### src/rtl/fwd_ctrl_unit.sv
// ---------------------------------------------------------------------------
// fwd_ctrl_unit
//
// Forwarding and load-use hazard control for the dual-issue core. The Branch
// (b) pipe and the Memory (m) pipe each carry a shadow copy of their
// destination tag {valid, we, rd} through EX, MEM and WB. The Memory pipe also
// carries an is_load flag through EX and MEM. The four ID source operands are
// compared against these tags, giving one forwarding select code per operand.
// A load-use stall is raised when load data is not ready yet.
//
// Ports:
//   i_clk, i_rst          rising-edge clock, synchronous active-high reset
//   i_freeze              hold every shadow stage (global pipeline hold)
//   i_flush               kill the ID pair, so a bubble enters EX
//   i_id_valid_b/_m       ID slot valid per pipe
//   i_id_we_b/_m          ID instruction writes rd
//   i_id_rd_b/_m          ID destination register
//   i_id_is_load_m        ID Memory-pipe instruction is a load
//   i_id_rs1_b/rs2_b/rs1_m/rs2_m  ID source registers
//   o_sel_rs1_b/rs2_b/rs1_m/rs2_m forwarding mux selects
//                          000 RF, 001 B-EX, 010 M-EX, 011 B-MEM,
//                          100 M-MEM, 101 B-WB, 110 M-WB
//   o_load_use_stall      hold ID/IF and insert a bubble into EX
// ---------------------------------------------------------------------------
module fwd_ctrl_unit #(
  parameter int REG_AW = 5,
  parameter int SEL_W  = 3
) (
  input  logic              i_clk,
  input  logic              i_rst,
  input  logic              i_freeze,
  input  logic              i_flush,
  input  logic              i_id_valid_b,
  input  logic              i_id_valid_m,
  input  logic              i_id_we_b,
  input  logic              i_id_we_m,
  input  logic [REG_AW-1:0] i_id_rd_b,
  input  logic [REG_AW-1:0] i_id_rd_m,
  input  logic              i_id_is_load_m,
  input  logic [REG_AW-1:0] i_id_rs1_b,
  input  logic [REG_AW-1:0] i_id_rs2_b,
  input  logic [REG_AW-1:0] i_id_rs1_m,
  input  logic [REG_AW-1:0] i_id_rs2_m,
  output logic [SEL_W-1:0]  o_sel_rs1_b,
  output logic [SEL_W-1:0]  o_sel_rs2_b,
  output logic [SEL_W-1:0]  o_sel_rs1_m,
  output logic [SEL_W-1:0]  o_sel_rs2_m,
  output logic              o_load_use_stall
);

  localparam logic [SEL_W-1:0] SEL_RF    = SEL_W'(0);
  localparam logic [SEL_W-1:0] SEL_B_EX  = SEL_W'(1);
  localparam logic [SEL_W-1:0] SEL_M_EX  = SEL_W'(2);
  localparam logic [SEL_W-1:0] SEL_B_MEM = SEL_W'(3);
  localparam logic [SEL_W-1:0] SEL_M_MEM = SEL_W'(4);
  localparam logic [SEL_W-1:0] SEL_B_WB  = SEL_W'(5);
  localparam logic [SEL_W-1:0] SEL_M_WB  = SEL_W'(6);

  typedef struct packed {
    logic              v;
    logic              we;
    logic [REG_AW-1:0] rd;
  } slot_t;

  slot_t r_ex_b, r_ex_m, r_mem_b, r_mem_m, r_wb_b, r_wb_m;
  logic  r_ex_ld, r_mem_ld;

  slot_t             w_id_b, w_id_m;
  logic [REG_AW-1:0] w_rs     [4];
  logic              w_slot_v [4];
  logic [SEL_W-1:0]  w_sel    [4];
  logic              w_stall;

  assign w_id_b = '{v: i_id_valid_b, we: i_id_we_b, rd: i_id_rd_b};
  assign w_id_m = '{v: i_id_valid_m, we: i_id_we_m, rd: i_id_rd_m};

  assign w_rs[0] = i_id_rs1_b;
  assign w_rs[1] = i_id_rs2_b;
  assign w_rs[2] = i_id_rs1_m;
  assign w_rs[3] = i_id_rs2_m;

  assign w_slot_v[0] = i_id_valid_b;
  assign w_slot_v[1] = i_id_valid_b;
  assign w_slot_v[2] = i_id_valid_m;
  assign w_slot_v[3] = i_id_valid_m;

  // x0 never matches, so it always falls through to the register file.
  function automatic logic f_hit(input slot_t s, input logic [REG_AW-1:0] rs);
    return s.v && s.we && (s.rd == rs) && (rs != '0);
  endfunction

  // The youngest producer wins. Within a stage, the Memory-pipe instruction
  // is younger than its Branch partner, so it is checked first. A load in
  // EX/MEM always stalls a valid consumer, whatever else matches. While reset
  // is high, the outputs are forced to their idle values.
  always_comb begin
    w_stall = 1'b0;
    for (int i = 0; i < 4; i++) begin
      w_sel[i] = SEL_RF;
      if      (f_hit(r_ex_m,  w_rs[i])) w_sel[i] = SEL_M_EX;
      else if (f_hit(r_ex_b,  w_rs[i])) w_sel[i] = SEL_B_EX;
      else if (f_hit(r_mem_m, w_rs[i])) w_sel[i] = SEL_M_MEM;
      else if (f_hit(r_mem_b, w_rs[i])) w_sel[i] = SEL_B_MEM;
      else if (f_hit(r_wb_m,  w_rs[i])) w_sel[i] = SEL_M_WB;
      else if (f_hit(r_wb_b,  w_rs[i])) w_sel[i] = SEL_B_WB;

      if (w_slot_v[i] &&
          ((r_ex_ld  && f_hit(r_ex_m,  w_rs[i])) ||
           (r_mem_ld && f_hit(r_mem_m, w_rs[i])))) begin
        w_stall = 1'b1;
      end
    end
    if (i_rst) begin
      w_stall = 1'b0;
      for (int i = 0; i < 4; i++) w_sel[i] = SEL_RF;
    end
  end

  // Shadow pipeline. Freeze holds everything. A stall or a flush replaces the
  // ID pair with a bubble, while the older stages keep draining.
  always_ff @(posedge i_clk) begin
    if (i_rst) begin
      r_ex_b   <= '0;
      r_ex_m   <= '0;
      r_mem_b  <= '0;
      r_mem_m  <= '0;
      r_wb_b   <= '0;
      r_wb_m   <= '0;
      r_ex_ld  <= 1'b0;
      r_mem_ld <= 1'b0;
    end else if (!i_freeze) begin
      if (w_stall || i_flush) begin
        r_ex_b  <= '0;
        r_ex_m  <= '0;
        r_ex_ld <= 1'b0;
      end else begin
        r_ex_b  <= w_id_b;
        r_ex_m  <= w_id_m;
        r_ex_ld <= i_id_is_load_m;
      end
      r_mem_b  <= r_ex_b;
      r_mem_m  <= r_ex_m;
      r_mem_ld <= r_ex_ld;
      r_wb_b   <= r_mem_b;
      r_wb_m   <= r_mem_m;
    end
  end

  assign o_sel_rs1_b      = w_sel[0];
  assign o_sel_rs2_b      = w_sel[1];
  assign o_sel_rs1_m      = w_sel[2];
  assign o_sel_rs2_m      = w_sel[3];
  assign o_load_use_stall = w_stall;

endmodule

### config.mk
export PLATFORM = sky130hd
export DESIGN_NAME = fwd_ctrl_unit
export DESIGN_NICKNAME = d
export VERILOG_FILES = /design/src/rtl/fwd_ctrl_unit.sv
export SDC_FILE = /design/constraint.sdc
export NUM_CORES = 1
export LEC_CHECK = 0
export CAP_MARGIN = 15
export CORE_ASPECT_RATIO = 1.4
export CORE_UTILIZATION = 60
export CTS_CLUSTER_SIZE = 28
export DETAILED_ROUTE_END_ITERATION = 8
export PLACE_DENSITY_LB_ADDON = 0.12
export SYNTH_ARGS = -nofsm -noshare
export SYNTH_HDL_FRONTEND = slang
export SYNTH_SLANG_ARGS = --single-unit
### constraint.sdc
create_clock -name i_clk -period 5.1 [get_ports i_clk]
set_input_delay 1.02 -clock i_clk [delete_from_list [all_inputs] [get_ports i_clk]]
set_output_delay 1.02 -clock i_clk [all_outputs]
set_load 0.05 [all_outputs]
After elaboration in Yosys (flattened, before gate mapping)
Cells that the tools add are included.
{"block": "classes", "eq_ne": 24, "n_mux": 33, "n_reduce_logical": 75}
{"cell": "equality test 5 bit", "count": 24}
{"cell": "two-way mux 3 bit", "count": 24}
{"cell": "logical AND 1 bit", "count": 66}
{"cell": "nonzero test 5 bit", "count": 4}
{"cell": "two-way mux 7 bit", "count": 2}
{"cell": "two-way mux 12 bit", "count": 1}
{"cell": "two-way mux 1 bit", "count": 6}
{"cell": "logical OR 1 bit", "count": 5}
{"block": "totals", "register_bits": 44, "word_cells": 152}

Logic depth before layout (Yosys ltp)
Gate-level depths: netlist of run 1.
{"block": "logic_depth", "ltp_word": 13, "depth_mapped": 9}

Least setup slack after synthesis of run 1
No wires, ideal clock.
{"block": "synth_timing", "path_kind": "input port to output port", "start": "in i_id_rs2_b[1]", "end": "out o_sel_rs2_b[2]", "t_required_ns": 4.080, "path_slack_ns": -0.415, "path_buffers": 1, "path_stages": 6, "arrival_time_ns": 4.495, "cell_sequence": "clkbuf_1 -> nor3_1 -> and2_1 -> nor4_1 -> o21ai_0 -> a2111oi_0"}
{"block": "synth_via", "elab_chain_cells": 10, "word_cells_on_any_way": 26, "classes_between": "eq/ne (6); mux (7); reduce/logical (13)"}
{"item": "start, declared", "line_no": "41", "text": "input logic [REG_AW-1:0] i_id_rs2_b,"}
{"item": "equality test 5 bit", "line_no": "89", "text": "return s.v && s.we && (s.rd == rs) && (rs != '0);"}
{"item": "logical AND 1 bit (2 in series)", "line_no": "89"}
{"item": "two-way mux 3 bit", "line_no": "105", "text": "else if (f_hit(r_wb_b, w_rs[i])) w_sel[i] = SEL_B_WB;"}
{"item": "two-way mux 3 bit", "line_no": "104", "text": "else if (f_hit(r_wb_m, w_rs[i])) w_sel[i] = SEL_M_WB;"}
{"item": "two-way mux 3 bit", "line_no": "103", "text": "else if (f_hit(r_mem_b, w_rs[i])) w_sel[i] = SEL_B_MEM;"}
{"item": "two-way mux 3 bit", "line_no": "102", "text": "else if (f_hit(r_mem_m, w_rs[i])) w_sel[i] = SEL_M_MEM;"}
{"item": "two-way mux 3 bit", "line_no": "101", "text": "else if (f_hit(r_ex_b, w_rs[i])) w_sel[i] = SEL_B_EX;"}
{"item": "two-way mux 3 bit (*)", "line_no": "100", "text": "if (f_hit(r_ex_m, w_rs[i])) w_sel[i] = SEL_M_EX;"}
{"item": "two-way mux 12 bit (*)", "line_no": "113", "text": "if (i_rst) begin"}
{"item": "end, declared", "line_no": "45", "text": "output logic [SEL_W-1:0] o_sel_rs2_b,"}
Every way passes the cells marked *; elsewhere a longest branch is shown, timed or not.

Worst setup path in the final report of run 1
{"block": "layout_timing", "start": "in i_id_rs1_m[2]", "end": "out o_sel_rs1_m[0]"}
{"block": "layout_via", "elab_chain_cells": 10, "word_cells_on_any_way": 26, "classes_between": "eq/ne (6); mux (7); reduce/logical (13)"}
{"item": "start, declared", "line_no": "42", "text": "input logic [REG_AW-1:0] i_id_rs1_m,"}
{"item": "equality test 5 bit", "line_no": "89"}
{"item": "logical AND 1 bit (2 in series)", "line_no": "89"}
{"item": "two-way mux 3 bit", "line_no": "105"}
{"item": "two-way mux 3 bit", "line_no": "104"}
{"item": "two-way mux 3 bit", "line_no": "103"}
{"item": "two-way mux 3 bit", "line_no": "102"}
{"item": "two-way mux 3 bit", "line_no": "101"}
{"item": "two-way mux 3 bit (*)", "line_no": "100"}
{"item": "two-way mux 12 bit (*)", "line_no": "113"}
{"item": "end, declared", "line_no": "46", "text": "output logic [SEL_W-1:0] o_sel_rs1_m,"}
Marked as above.

==> impl_metrics.json, run 1 <==
{
  "vias": 3173,
  "grt_remaining_overflow": 0,
  "synthFlopType": "dfxtp_1",
  "hp-class": "register to register",
  "ir_drop_mv": 0.1765,
  "io_buffers": 51,
  "worstPathArrival_ns": 3.69,
  "end_kind": "output port",
  "critical_path_class": "primary input to output port",
  "routed_wl_um": 10210,
  "tns_ns": 0,
  "yosys_warnings": 0,
  "rsz0062_at_grt": "no",
  "via_per_inst": 5.998,
  "max_freq_mhz": 212.4,
  "fin_area_sq_um": 4124,
  "clk_pin_slew_worst_paths_ns": 0.09,
  "place_inst": 521,
  "worst_slack_ns": 0.3927,
  "synth_area_leaders": "dfxtp_1 (24%), xnor2_1 (16%), xor2_1 (11%)",
  "cts_tree": "done",
  "die_w_um": 68.03,
  "r2r_start": "r_ex_m[0]$_SDFFE_PP0N_",
  "route.detailed.drc": 0,
  "finalSetupViolations": 0,
  "synth_edf_count": 0,
  "yosysSeqAreaShare_pct": 24.05,
  "ant_nets": 0,
  "drt_first_pass_iters": 5,
  "grt_pass1_vias": 2942,
  "grt_pass1_wl_um": 15650,
  "dr.first_iter.drc_count": 257,
  "ys_ff_latch": 44,
  "max-cap-violations": 0,
  "finalNonFillerCells": 529,
  "area_growth_pct": 12.61,
  "gp_congestion": 0.9704,
  "cp_max_fo": 7,
  "hold_depth": 2,
  "pre_cts_slack_ns": 0.3886,
  "cts_setup_buffers": 0,
  "required_ns": 4.08,
  "boundaryPins": 52,
  "yosysUniqueCellTypes": 40,
  "leakage_nw": 1.561,
  "synth_top_area_cell": "dfxtp_1",
  "core_area_sq_um": 5863,
  "async_flop_share_pct": 0,
  "ctsResizeCount": 0,
  "initial_core_util_pct": 62.46,
  "cts_buffer_depth": 2,
  "drive_above_1_share_pct": 10.46,
  "synth.avg_cell_area_sq_um": 8.049,
  "fin_crit_sh_pct": 92.30,
  "rows": 33,
  "die_h_um": 94.44,
  "status": "complete, no violations",
  "clock-sinks": 44,
  "start_kind": "primary input",
  "grt_use_total_pct": 33.58,
  "final_nets": 497,
  "diodes": 0,
  "cts-buffers-inserted": 5,
  "synth.most_common_cell": "xnor2_1",
  "finClkSkew_ns": 0.008741,
  "grt_max_degree": 32,
  "die-area_sq_um": 6425,
  "syn_nets": 494,
  "htreeDepth": 2,
  "reg2reg_slack_ns": 2.80,
  "r2r-end": "r_ex_b[4]$_SDFFE_PP0N_",
  "syn-cell-area_sq_um": 3662,
  "hold_violations": 0,
  "p_per_area_nw_per_um2": 195.9,
  "period_needed_ns": 4.707,
  "worst_pin_slew_ns": 0.9691,
  "slew_violations": 0,
  "holdPathEnd": "r_ex_m[5]$_SDFFE_PP0N_",
  "clock_latency_ns": 0.30,
  "antenna_found_initial": 0,
  "netlist_top_cells_count": "xnor2_1 (68), xor2_1 (46), dfxtp_1 (44)",
  "min-delay-start": "r_ex_m[5]$_SDFFE_PP0N_",
  "max_slew_margin_pct": 35.26,
  "dp_hpwl_um": 7712,
  "cts-root-buf": "clkbuf_8",
  "synthCells": 455,
  "cts_hold_buf": 0,
  "wire_per_inst_um": 19.29,
  "place_area_sq_um": 4003,
  "rr_worst_depth": 7,
  "synth_top_area_share_pct": 24.05
}
## registers in the layout (all words and copies together) (netlist names)
| name | cells |
|---|---|
| r_ex_b | 7 |
| r_ex_m | 7 |
| r_mem_b | 7 |
| r_mem_m | 7 |
| r_wb_b | 7 |
| r_wb_m | 7 |
| r_ex_ld | 1 |
| r_mem_ld | 1 |
## cells by family after synthesis
kind of cell | share of synthesized area, %
compound gates | 8.405
mux | 7.926
simple gates | 23.68
xor+xnor | 27.26
buf+inv | 8.678
flops | 24.05
## critical path: stages
cell             delay, ns
clkdlybuf4s50_1       0.72
or4_4                 0.22
nor2_4                0.04
or4_1                 0.53
o21ai_0               0.16
a21oi_1               0.08
nor2_1                0.10
clkdlybuf4s50_1       0.80
## worst max-delay path by stage
stage / from / cells past startpoint / slack [ns] / to
floorplan: i_id_rs2_b[1] / 6 / 0.24 / o_sel_rs2_b[2]
CTS: i_id_rs1_m[2] / 8 / 0.39 / o_sel_rs1_m[0]
global placement: i_id_rs1_m[4] / 8 / 0.39 / o_sel_rs1_m[0]
finish: i_id_rs1_m[2] / 8 / 0.39 / o_sel_rs1_m[0]
detailed placement: i_id_rs1_m[2] / 8 / 0.39 / o_sel_rs1_m[0]
global route: i_id_rs2_b[3] / 8 / 0.20 / o_sel_rs2_b[1]
## power breakdown
part / internal [W] / switching [W] / leakage, nW
Sequential: 0.000351 / 0.0000197 / 0.357
Combinational: 0.0000799 / 0.0000748 / 1.14
Clock: 0.000160 / 0.000122 / 0.0614
Total: 0.000592 / 0.000216 / 1.56
## final cells by class
cell class,instances,area [sq um]
Tap cell,70,87.58
Sequential cell,44,880.8
Fill cell,514,1739
Multi-Input combinational cell,341,2466
Clock inverter,2,38.79
Inverter,8,30.03
Clock buffer,6,82.58
Timing Repair Buffer,58,538.0
## placed cells by master, fill, tap and decap left out, types with 6 or more instances in the layout
cell type         n
xor2_1           46
nor4_1           13
nand2b_1          7
a21oi_1           9
nand3b_1         16
nor2_1           39
o21ai_2          10
inv_1             8
buf_4            15
xnor2_1          68
dfxtp_1          44
clkdlybuf4s50_1  42
clkbuf_8          6
o21ai_0           9
nand4_1          23
mux2i_1          29
nand2_1          31
## through the flow
stage                     power [W]  hold slack [ns]  util (%)
after floorplan           0.0004826           0.4459         -
final                     0.0008077           0.4957     70.34
after global routing      0.0008388           0.5234     70.34
after global placement    0.0005292           0.4723     68.27
after CTS                 0.0008121           0.5014     70.34
after detailed placement  0.0005315           0.4855     68.27
## metal layers
metal	track usage (%)	part of all wire, %
met3	6.401	7.6
met2	52.53	45
met1	43.91	44
met5	0	0
met4	14.41	3.7
(Power assumes the default switching activity.)
==> inputs of run 2 (changes only) <==
--- a/config.mk
+++ b/config.mk
@@ -10,7 +10,9 @@
 export CORE_UTILIZATION = 60
 export CTS_CLUSTER_SIZE = 28
 export DETAILED_ROUTE_END_ITERATION = 8
+export GPL_TIMING_DRIVEN = 0
 export PLACE_DENSITY_LB_ADDON = 0.12
+export SLEW_MARGIN = 20
 export SYNTH_ARGS = -nofsm -noshare
 export SYNTH_HDL_FRONTEND = slang
 export SYNTH_SLANG_ARGS = --single-unit
==> run 2 against run 1 <==
  * Worst setup slack worse by 0.11 ns
  * Cell count is 6.4% higher
  * Flip-flop and latch count stayed put
  * Clock power decreased by 27%
  * Largest power group unchanged
  * Power shrank 9.8%
  * Critical endpoint is now o_load_use_stall
  * Critical path depth grew 1
==> impl_metrics.json, run 2 (synthesis gave the netlist of run 1 again) <==
{
  "grt_pass1_wl_um": 16680,
  "grt_remaining_overflow": 0,
  "fillers": 512,
  "cp_max_fo": 7,
  "end_kind": "output port",
  "cts_buffer_depth": 2,
  "period_needed_ns": 4.817,
  "diodes": 0,
  "comb_power_share_pct": 22.8,
  "dr.first_iter.drc_count": 221,
  "seq_area_sq_um": 880.8,
  "p_int_w": 0.0005172,
  "dp_hpwl_um": 8173,
  "finalSetupViolations": 0,
  "switching_power_w": 0.0002110,
  "max_freq_mhz": 207.6,
  "worst_pin_slew_ns": 0.7264,
  "fin_area_sq_um": 4144,
  "rsz0062_at_grt": "no",
  "critPathMaxStageDelay_ns": 0.81,
  "rr_worst_depth": 9,
  "layout_commonest_cell": "xnor2_1",
  "hold_depth": 2,
  "hp-class": "register to register",
  "wire_per_inst_um": 18.67,
  "pre_cts_slack_ns": 0.2850,
  "clock-sinks": 44,
  "io_buffers": 31,
  "tns_ns": 0,
  "pwr-share-clk_pct": 28.5,
  "grt_pass1_vias": 3284,
  "final_nets": 532,
  "slew_violations": 0,
  "clock_latency_ns": 0.30,
  "hold_violations": 0,
  "cts_tree": "done",
  "leakage_nw": 1.525,
  "slowest_stage": "clkdlybuf4s50_1",
  "initial_core_util_pct": 62.46,
  "boundaryPins": 52,
  "antenna_found_initial": 0,
  "vias": 3378,
  "clk_pin_slew_worst_paths_ns": 0.08,
  "grt_use_total_pct": 35.57,
  "pwr-share-seq_pct": 48.7,
  "die-area_sq_um": 6425,
  "fin_hold_ws_ns": 0.4782,
  "cp_common_cell": "or4_4",
  "worstPathArrival_ns": 3.80,
  "max-cap-violations": 0,
  "p_per_area_nw_per_um2": 175.7,
  "grt_max_degree": 14,
  "ant_nets": 0,
  "routed_wl_um": 10510,
  "cts-root-buf": "clkbuf_8",
  "fin_crit_sh_pct": 94.45,
  "path_buf_inv": 3,
  "switching_share_pct": 28.97,
  "core_area_sq_um": 5863,
  "start_kind": "primary input",
  "drt_first_pass_iters": 5,
  "route.detailed.drc": 0,
  "die_h_um": 94.44,
  "gp_congestion": 0.9952,
  "rows": 33,
  "worst_slack_ns": 0.2828,
  "cts-buffers-inserted": 5,
  "ir_drop_mv": 0.1803,
  "ctsResizeCount": 0,
  "cts_setup_buffers": 0,
  "via_per_inst": 6.000,
  "multi_input_area_sq_um": 2466,
  "status": "complete, no violations",
  "path_cells": "clkbuf_1 > or4_4 > nor2_4 > or4_2 > a21oi_1 > or4_4 > buf_6 > nor2b_1 > clkdlybuf4s50_1",
  "cp.depth": 9,
  "area_growth_pct": 13.15,
  "cts_hold_buf": 0,
  "drive_above_1_share_pct": 8.316,
  "max_slew_margin_pct": 51.58,
  "htreeDepth": 2,
  "finClkSkew_ns": 0.01167,
  "place_area_sq_um": 4063,
  "required_ns": 4.08,
  "critical_path_class": "primary input to output port",
  "layout_common_cells": "xnor2_1 (68), xor2_1 (46), dfxtp_1 (44)",
  "die_w_um": 68.03,
  "crit_family": "buffers and inverters"
}
[run 2: cell count changes in the layout (fill, tap and decap cells not counted), sizes merged]
cell           delta
clkdlybuf4s50    -11
buf               +5
bufinv            -1
clkbuf           +40
clkinvlp          +1
[run 2: worst reg2reg max path, delay by kind of cell (launching register included)]
| family | cells | cell delay [ns] |
|---|---|---|
| XOR/XNOR | 1 | 0.18 |
| AND/OR/NAND/NOR | 3 | 0.89 |
| AO/OA/AOI/OAI | 2 | 0.23 |
| buffers and inverters | 3 | 0.73 |
| flip-flops | 1 | 0.31 |
[run 2: power by group through the flow]
stage,clock (W),sequential [W],combinational [W]
2_1_floorplan,0,0.000362,0.000121
3_3_place_gp,0,0.000362,0.000159
3_5_place_dp,0,0.000363,0.000164
4_1_cts,0.000213,0.000355,0.000164
5_1_grt,0.000226,0.000356,0.000179
6_report,0.000207,0.000355,0.000166
[run 2: area by class of cell]
cell class | count | share of cell area, %
multi-input cells | 341 | 59.51
inverters | 8 | 0.7246
plain buffers | 62 | 6.944
clock buffers | 5 | 1.661
flip-flops and latches | 44 | 21.26
clock inverters | 2 | 0.3019
well taps | 70 | 2.114
repair buffers | 31 | 7.488
[run 2: per-layer routing]
metal  share of wire, %  global-route usage [%]
met2                 49                   56.05
met3                6.8                   6.884
met4                4.9                   22.74
met5                  0                       0
met1                 39                   42.95
[run 2: metrics by stage]
step                instances   power, W  util [%]
global route              563  0.0007605     70.68
finish                    563  0.0007282     70.68
floorplan                 455  0.0004826         -
global placement          556  0.0005215     69.29
CTS                       563  0.0007321     70.68
detailed placement        556  0.0005265     69.29
[run 2: worst paths after layout]
check	start	to	slack, ns
setup / recovery	i_id_rs1_m[4]	o_load_use_stall	0.28
hold / removal	r_ex_b[5]$_SDFFE_PP0N_	r_ex_b[5]$_SDFFE_PP0N_	0.48
setup reg to reg	r_mem_m[0]$_SDFFE_PP0N_	r_ex_m[2]$_SDFFE_PP0N_	2.65
hold reg to reg	r_ex_b[5]$_SDFFE_PP0N_	r_ex_b[5]$_SDFFE_PP0N_	0.48
